==> config.mk <==
export PLATFORM = sky130hd
export DESIGN_NAME = neuron_mac
export DESIGN_NICKNAME = d
export VERILOG_FILES = /design/src/rtl/nn_pkg.sv /design/src/rtl/fx_round_sat.sv /design/src/rtl/neuron_mac.sv
export SDC_FILE = /design/constraint.sdc
export NUM_CORES = 1
export LEC_CHECK = 0
export BUFFER_PORTS_ARGS = -buffer_cell sky130_fd_sc_hd__buf_2
export CAP_MARGIN = 20
export CORE_AREA = 2 2 143 145
export DETAILED_ROUTE_END_ITERATION = 8
export DIE_AREA = 0 0 145 147
export PLACE_DENSITY = 0.87
export SLEW_MARGIN = 25
export SYNTH_ARGS = -nofsm -noshare
export SYNTH_HDL_FRONTEND = slang
export SYNTH_SLANG_ARGS = --single-unit
==> constraint.sdc <==
create_clock -name clk -period 7.4 [get_ports clk]
set_clock_uncertainty 0.1 [all_clocks]
set_input_delay 1.48 -clock clk [delete_from_list [all_inputs] [get_ports clk]]
set_output_delay 1.48 -clock clk [all_outputs]
set_load 0.05 [all_outputs]
==> src/rtl/nn_pkg.sv <==
// Shared definitions for the neural-network datapath blocks: FSM states,
// width helpers and saturation bounds for signed fixed-point words.
package nn_pkg;

  typedef enum logic [1:0] {
    IDLE   = 2'd0,
    ACCUM  = 2'd1,
    FINISH = 2'd2,
    DONE   = 2'd3
  } nn_state_t;

  // Ceiling log2 for elaboration-time sizing; clog2(1) == 0.
  function automatic int clog2(input int value);
    int result;
    result = 0;
    for (int i = 0; i < 31; i++) begin
      if ((1 << i) < value) begin
        result = i + 1;
      end
    end
    return result;
  endfunction

  // Wide enough that N full-scale products plus a shifted bias cannot overflow.
  function automatic int acc_width(input int word_length, input int n_inputs);
    return 2 * word_length + clog2(n_inputs) + 1;
  endfunction

  function automatic logic signed [63:0] sat_max(input int word_length);
    return (64'sd1 <<< (word_length - 1)) - 64'sd1;
  endfunction

  function automatic logic signed [63:0] sat_min(input int word_length);
    return -(64'sd1 <<< (word_length - 1));
  endfunction

endpackage

==> src/rtl/fx_round_sat.sv <==
// Combinational round-half-up and saturate from a wide fixed-point
// accumulator down to a signed WORD_LENGTH result.
module fx_round_sat
  import nn_pkg::*;
#(
  parameter int ACC_WIDTH   = 33,
  parameter int WORD_LENGTH = 15,
  parameter int FRAC_BITS   = 7
) (
  input  logic signed [ACC_WIDTH-1:0]   acc,
  output logic signed [WORD_LENGTH-1:0] sat_out
);

  localparam logic signed [ACC_WIDTH:0] MAX_V = (ACC_WIDTH + 1)'(sat_max(WORD_LENGTH));
  localparam logic signed [ACC_WIDTH:0] MIN_V = (ACC_WIDTH + 1)'(sat_min(WORD_LENGTH));

  logic signed [ACC_WIDTH:0] acc_ext;
  logic signed [ACC_WIDTH:0] rounded;
  logic signed [ACC_WIDTH:0] shifted;

  // One guard bit so the rounding increment can never wrap.
  assign acc_ext = {acc[ACC_WIDTH-1], acc};

  generate
    if (FRAC_BITS > 0) begin : g_round
      localparam logic signed [ACC_WIDTH:0] HALF = (ACC_WIDTH + 1)'(64'sd1 <<< (FRAC_BITS - 1));
      assign rounded = acc_ext + HALF;
    end else begin : g_no_round
      assign rounded = acc_ext;
    end
  endgenerate

  assign shifted = rounded >>> FRAC_BITS;

  always_comb begin
    sat_out = shifted[WORD_LENGTH-1:0];
    if (shifted > MAX_V) begin
      sat_out = MAX_V[WORD_LENGTH-1:0];
    end else if (shifted < MIN_V) begin
      sat_out = MIN_V[WORD_LENGTH-1:0];
    end
  end

endmodule

==> src/rtl/neuron_mac.sv <==
// Serial multiply-accumulate neuron: N_INPUTS x*w beats plus a bias, rounded
// and saturated, then presented on sum_out one cycle ahead of a ready pulse.
module neuron_mac
  import nn_pkg::*;
#(
  parameter int WORD_LENGTH = 15,
  parameter int FRAC_BITS   = 7,
  parameter int N_INPUTS    = 4
) (
  input  logic                          clk,
  input  logic                          rst_n,
  input  logic                          start,
  input  logic signed [WORD_LENGTH-1:0] bias,
  input  logic                          in_valid,
  output logic                          in_ready,
  input  logic signed [WORD_LENGTH-1:0] x,
  input  logic signed [WORD_LENGTH-1:0] w,
  output logic signed [WORD_LENGTH-1:0] sum_out,
  output logic                          ready,
  output logic                          busy
);

  localparam int ACC_WIDTH = acc_width(WORD_LENGTH, N_INPUTS);
  localparam int CNT_WIDTH = (clog2(N_INPUTS) > 0) ? clog2(N_INPUTS) : 1;
  localparam logic [CNT_WIDTH-1:0] LAST_CNT = CNT_WIDTH'(N_INPUTS - 1);

  nn_state_t                     state;
  logic signed [ACC_WIDTH-1:0]   acc;
  logic [CNT_WIDTH-1:0]          cnt;
  logic signed [2*WORD_LENGTH-1:0] product;
  logic signed [ACC_WIDTH-1:0]   product_ext;
  logic signed [ACC_WIDTH-1:0]   bias_ext;
  logic signed [WORD_LENGTH-1:0] rounded_word;
  logic                          beat;

  assign product     = x * w;
  assign product_ext = ACC_WIDTH'(product);
  // Bias enters the accumulator in the same Q-format as the products.
  assign bias_ext    = ACC_WIDTH'(bias) <<< FRAC_BITS;
  assign beat        = in_valid && in_ready;

  fx_round_sat #(
    .ACC_WIDTH  (ACC_WIDTH),
    .WORD_LENGTH(WORD_LENGTH),
    .FRAC_BITS  (FRAC_BITS)
  ) u_round_sat (
    .acc    (acc),
    .sat_out(rounded_word)
  );

  // in_ready mirrors ACCUM exactly; busy stays up through the DONE cycle so it
  // falls only once the ready pulse has been delivered.
  always_ff @(posedge clk or negedge rst_n) begin
    if (!rst_n) begin
      state    <= IDLE;
      acc      <= '0;
      cnt      <= '0;
      sum_out  <= '0;
      ready    <= 1'b0;
      in_ready <= 1'b0;
      busy     <= 1'b0;
    end else begin
      ready <= 1'b0;
      unique case (state)
        IDLE: begin
          busy <= start;
          if (start) begin
            acc      <= bias_ext;
            cnt      <= '0;
            in_ready <= 1'b1;
            state    <= ACCUM;
          end
        end
        ACCUM: begin
          busy <= 1'b1;
          if (beat) begin
            acc <= acc + product_ext;
            cnt <= cnt + 1'b1;
            if (cnt == LAST_CNT) begin
              in_ready <= 1'b0;
              state    <= FINISH;
            end
          end
        end
        FINISH: begin
          sum_out <= rounded_word;
          state   <= DONE;
        end
        DONE: begin
          ready <= 1'b1;
          state <= IDLE;
        end
        default: begin
          state <= IDLE;
        end
      endcase
    end
  end

endmodule

==> results of run 1 <==
layout by cell type, fill, tap and decap left out, types with 16 or more instances in the layout:
cell,n
buf_2,65
xnor2_1,24
and2_1,111
buf_4,82
a21oi_1,54
nand3_1,19
fa_1,261
o21ai_0,43
nand2_1,140
nor2_1,44
xor2_1,25
dfrtp_1,55
a21o_1,16
inv_1,363
ha_1,103
worst max-delay path: cells and delay by family:
family / cells / cell delay, ps
AND/OR/NAND/NOR: 4 / 610
XOR/XNOR: 1 / 170
AO/OA/AOI/OAI: 4 / 1070
buffers and inverters: 5 / 580
adder cells (fa/ha/maj): 7 / 3380
per-stage QoR:
| stage | util (%) | setup slack [ps] | cell area, µm² | std cells | hold WS (ps) |
|---|---|---|---|---|---|
| final | 73.6 | 131 | 14600 | 1848 | 408 |
| after global routing | 73.6 | -50.9 | 14600 | 1848 | 424 |
| after CTS | 73.3 | 36.7 | 14500 | 1848 | 402 |
| after detailed placement | 72.5 | -199 | 14400 | 1840 | 383 |
| after global placement | 72.5 | 7.02 | 14400 | 1840 | 381 |
| after floorplan | - | 12.0 | 13300 | 1478 | 355 |
cell type report:
type / count / area [µm²] / area share, %
multi-input cells: 1001 / 10400 / 71.1
flip-flops and latches: 55 / 1380 / 9.42
inverters: 364 / 1370 / 9.37
repair buffers: 150 / 988 / 6.76
well taps: 270 / 338 / 2.31
clock buffers: 8 / 156 / 1.07
registers in the layout, summed over array words and instances (netlist names):
signal    flops
sum_out      15
cnt           2
acc          33
ready         1
busy          1
state         2
in_ready      1
cells by family after synthesis:
logic type      after synthesis  share of synthesized area, %
compound gates              192                          9.27
xor+xnor                     49                          3.23
fa+ha+maj                   366                          49.3
buf+inv                     422                          12.1
flops                        55                          10.3
mux                           2                         0.160
simple gates                392                          15.6
repair_timing:
item                                    CTS  global route
setup buffers                             0             0
endpoints found under the setup margin    0             6
gates resized for setup                   0            16
hold buffers                              0             0
layer usage:
layer  global-route usage, %  share of wire (%)  up-vias
li1                        -                  -     4704
met1                    44.0                 40     5227
met2                    52.8                 48      505
met3                    5.19                8.5       77
met4                    10.4                3.2        0
met5                       0                  0        -
worst max path at each step:
stage	slack, ps	from	cells after the start	to
floorplan	10	w[1]	23	acc[32]$_DFFE_PN0P_
global placement	7	w[5]	21	acc[30]$_DFFE_PN0P_
detailed placement	-200	x[14]	21	acc[30]$_DFFE_PN0P_
CTS	40	x[14]	21	acc[30]$_DFFE_PN0P_
global route	-50	w[8]	22	acc[30]$_DFFE_PN0P_
finish	130	x[14]	21	acc[28]$_DFFE_PN0P_
==> metrics, run 1 <==
outcome=complete, no violations; port bufs=66; Die Area=21300 µm²; CP max stage delay=570 ps; hold path depth=1; Die Y-Extent=147 µm; post-synthesis cell type count=66; drt total wl=31700 µm; R2R Path End=acc[25]$_DFFE_PN0P_; CP Capture Type=register; Reg clk slew, reported paths=70 ps; grt total ovfl=0; Tmin final=7270 ps; Setup CP Type=input port to register; hold_sp=sum_out[1]$_DFFE_PN0P_; FF-to-FF path depth=17; GPL Wtd Cong=0.981; cell with the most instances after synthesis=inv_1; cts bufs inserted=5; Worst Path Required=7430 ps; Top cell by count, worst path=fa_1; Critical R2R Launch=acc[9]$_DFFE_PN0P_; layout cells sized above 1=12.1%; n_diodes=0; Most used DFF post-synth=dfrtp_1; HPWL Detailed=27000 µm; Avg WL per Cell=17.2 µm; CTS tree=yes; setup_tns=0 ps; number of global-route vias before repair=11319; syn nets=1893; post-synth top area share=39.6%; DRT Pass-1 Iters=5; DR vias/cell=5.69; Synth area leaders=fa_1 (40%), dfrtp_1 (10%), inv_1 (10%); cell taking the most area after synthesis=fa_1; largest net degree at the start of global routing=56; Worst Tran Pin Value=974 ps; nets=1992; die width=145 µm; Layout area overhead=9.83%; DRT antenna net count=0; Commonest cells post-synth=inv_1 (364), fa_1 (263), nand2_1 (140); synthesized flop and latch total=55; register area share after synthesis=10.3%; R2R Setup Slk=2450 ps; Synth Instances=1478; Syn Area/Cell=9.00 µm²; row cnt=52; slowest CP cell=fa_1; Iteration-0 DRC Markers=779; Clk Latency, worst-skew pair=290 ps; yosys warns=0; # DRC=0; Cell Area, Synth=13300 µm²; filler instances=1339; Worst slew margin=35.1%; hold worst-path end=sum_out[1]$_DFFE_PN0P_; # IOs=67; Hold Fails Final Rpt=0; Setup-failing EPs final=0; number of synthesized flops with an enable pin=0; first-pass GRT wire length=55100 µm; WP data arrival=7300 ps; asr flop ratio synth=100%; worst-path cell chain=buf_2 > and2_1 > fa_1 > buf_4 > fa_1 > fa_1 > fa_1 > fa_1 > inv_1 > fa_1 > inv_1 > ha_1 > buf_4 > nand2_1 > o21ai_1 > nor4_2 > nor3b_2 > o41ai_1 > a21oi_1 > xor2_1 > o21ai_0; gr usage total=32.0%; crit-path max FO=7; htree depth=2; clk root buf=clkbuf_16; number of max-cap violations=0; Core Footprint=19800 µm²; Final Slew Violations=0; clock sinks=55; fin crit share=98.2%; worst hold path type=register to register; initial antenna violation count=0; RSZ-0062 raised after global routing=yes; fmax=0.138 GHz; Bufs on Longest Clock Path=2; Initial Utilization=67.0%; CP Launch Type=input port; Vias=10513
Power of run 1 is left out: the tool's default activity adds up to more than one toggle a clock period on the data nets, which glitch-free logic cannot reach.
==> inputs of run 2 (changes only) <==
- ABC_AREA: default -> 1
- CORE_AREA: 2 2 143 145 -> 2 2 145 147
- DIE_AREA: 0 0 145 147 -> 0 0 147 149
- PLACE_DENSITY: 0.87 -> 0.86
==> run 2 against run 1 <==
Against the previous run:
- flip-flop and latch count is the same
- global-route usage grew 1.6 points
- register-to-register slack gained 150 ps
- area after synthesis grew 2.4%
- critical path type unchanged
- core utilization shrank 3.1 points
==> metrics, run 2 <==
WP data arrival=7160 ps (-140 ps); syn nets=2164 (+14%); Reg clk slew, reported paths=70 ps (about the same); post-synthesis cell type count=42 (-36%); RSZ-0062 raised after global routing=no; Synth area leaders=fa_1 (39%), inv_1 (14%), nand2_1 (11%); Reg with most FFs=acc; FF-to-FF path depth=21 (+4); Vias=11223 (+6.8%); Setup-failing EPs final=0 (unchanged); number of global-route vias before repair=12323 (+8.9%); clock sinks=55 (unchanged); DR vias/cell=5.37 (-5.6%); register area=1380 µm² (unchanged); register area share after synthesis=10.1% (-0.24 points); Critical R2R Launch=acc[14]$_DFFE_PN0P_; Worst Tran Pin Value=990 ps (+15.7 ps); most frequent cells in the layout=inv_1 (517), nand2_1 (388), fa_1 (261); crit-path max FO=9 (+2); Hold Fails Final Rpt=0 (unchanged); post-synth top area share=38.7% (-0.92 points); Synth Area in Adders=48.1% (-1.1 points); multi-input logic area=10100 µm² (-2.7%); Avg WL per Cell=16.2 µm (-5.8%); R2R Setup Slk=2600 ps (+150 ps); largest net degree at the start of global routing=56 (unchanged); R2R Path End=acc[32]$_DFFE_PN0P_; CTS tree=yes; Initial Utilization=66.3% (-0.79 points); # IOs=67 (unchanged); setup_tns=0 ps (unchanged); Commonest cells post-synth=inv_1 (518), nand2_1 (388), fa_1 (263); drt total wl=33800 µm (+6.5%); layout cells sized above 1=8.38% (-3.7 points); initial antenna violation count=1 (+1); fmax=0.141 GHz (+2.6%); Clk Latency, worst-skew pair=300 ps (about the same); hold_sp=sum_out[14]$_DFFE_PN0P_; mux cell area share after synthesis=0% (-0.16 points); DRT Pass-1 Iters=5 (unchanged); outcome=complete, no violations; Final Slew Violations=0 (unchanged); slowest CP cell=fa_1; die width=147 µm (+1.4%); worst hold path type=register to register; Worst Path Buf+Inv=7 (+2); CP Depth=25 (+19%); Die Area=21900 µm² (+2.8%); XOR/XNOR share of the synthesized area=2.06% (-1.2 points); number of synthesized flops with an enable pin=0 (unchanged); cell with the most instances after synthesis=inv_1; placed insts=2081 (+13%); cts bufs inserted=5 (unchanged); asr flop ratio synth=100% (unchanged); Iteration-0 DRC Markers=702 (-9.9%); Die Y-Extent=149 µm (+1.4%); final std cells w/o fill=2090 (+13%); number of max-cap violations=0 (unchanged); # DRC=0 (unchanged); port bufs=66 (unchanged); Worst slew margin=34.0% (-1.1 points); Worst Path Required=7480 ps (+50 ps); GPL Wtd Cong=0.928 (-5.4%); Cell Area, Placed=14400 µm² (-0.27%); DRT antenna net count=0 (unchanged); commonest non-fill, non-tap cell in the layout=inv_1; Setup CP Type=input port to register; Bufs on Longest Clock Path=2 (unchanged); Regs by FF count=acc (33), sum_out (15); Largest register FFs=33 (unchanged); Tmin final=7080 ps (-187 ps); CP max stage delay=570 ps (about the same); HPWL Detailed=29400 µm (+8.9%); Core Footprint=20600 µm² (+3.6%); Layout area overhead=6.52%; post-synthesis simple-gate area fraction=17.0% (+1.3 points); clk root buf=clkbuf_16; cell taking the most area after synthesis=fa_1; post-route cell area=14500 µm² (-0.71%); fin crit share=95.7% (-2.5 points); Synth Instances=1749 (+18%); nets=2228 (+12%); largest family of logic cells by synthesized area=adder cells; row cnt=53 (+1.9%); Most used DFF post-synth=dfrtp_1; Top Family by Delay on Critical Path=adder cells; Syn Area/Cell=7.79 µm² (-13%); synthesized flop and latch total=55 (unchanged); CP Capture Type=register; worst setup path startpoint=w[14]; Cell Area, Synth=13600 µm² (+2.4%); Compound-Gate Fraction of Synth Area=7.04% (-2.2 points); Critical Path Sink=acc[32]$_DFFE_PN0P_; filler instances=1645 (+23%); yosys warns=0 (unchanged); first-pass GRT wire length=58800 µm (+6.8%); htree depth=2 (unchanged); gr usage total=33.6% (+1.6 points); grt total ovfl=0 (unchanged); CP Launch Type=input port
[run 2: area by class of cell]
type	instances	area share, %
Antenna cell	1	0.0172
Clock buffer	5	0.862
Clock inverter	3	0.155
Inverter	524	13.6
Multi-Input combinational cell	1130	69.7
Sequential cell	55	9.49
Tap cell	275	2.37
Timing Repair Buffer	97	3.88
[run 2: through the flow]
stage               setup slack [ps]  util (%)  hold slack, ps
global placement               -48.2      69.8             367
floorplan                        441         -             359
CTS                              262      70.5             403
detailed placement             -9.58      69.8             383
global route                    8.36      70.6             423
finish                           318      70.6             404
[run 2: worst min path at each step]
stage	cells after the start	slack [ps]	to
after floorplan	2	360	acc[3]$_DFFE_PN0P_
after global placement	2	370	sum_out[14]$_DFFE_PN0P_
after detailed placement	2	380	sum_out[14]$_DFFE_PN0P_
after CTS	2	400	sum_out[14]$_DFFE_PN0P_
after global routing	2	420	sum_out[14]$_DFFE_PN0P_
final	2	400	sum_out[14]$_DFFE_PN0P_
[run 2: metal layers]
metal	part of all wire, %	track usage [%]	wire, µm
met2	49	58.1	16600
met3	6.5	4.59	2190
met1	41	44.7	14000
met5	0	0	0
met4	3.0	10.4	1010
[run 2: cells by family after synthesis]
family	Yosys count
DFF	55
AOI/OAI and AO/OA	162
and+or+nand+nor	570
adders and majority gates	366
buffers and inverters	564
xor gates and xnor gates	32
[run 2: worst reg2reg max path, cell delays in order (launching register included)]
cell and delay, ps:
dfrtp_1 430, inv_1 200, fa_1 490, fa_1 530, inv_1 60, fa_1 500, inv_1 90, fa_1 540
inv_1 40, ha_1 380, nand2_1 90, nor2_1 130, nand2_1 60, o21ai_0 370, a21oi_1 150, buf_4 170
inv_1 60, nand2_1 60, nand2_1 60, nand2_1 50, nand3_1 60, nand2_1 70
[run 2: timing repair]
action,CTS,global route
setup buffers,0,0
gates resized for setup,0,3
endpoints found under the hold margin,0,0
setup endpoints to repair,0,4
hold buffers,0,0
Power of run 2 is left out for the same reason.
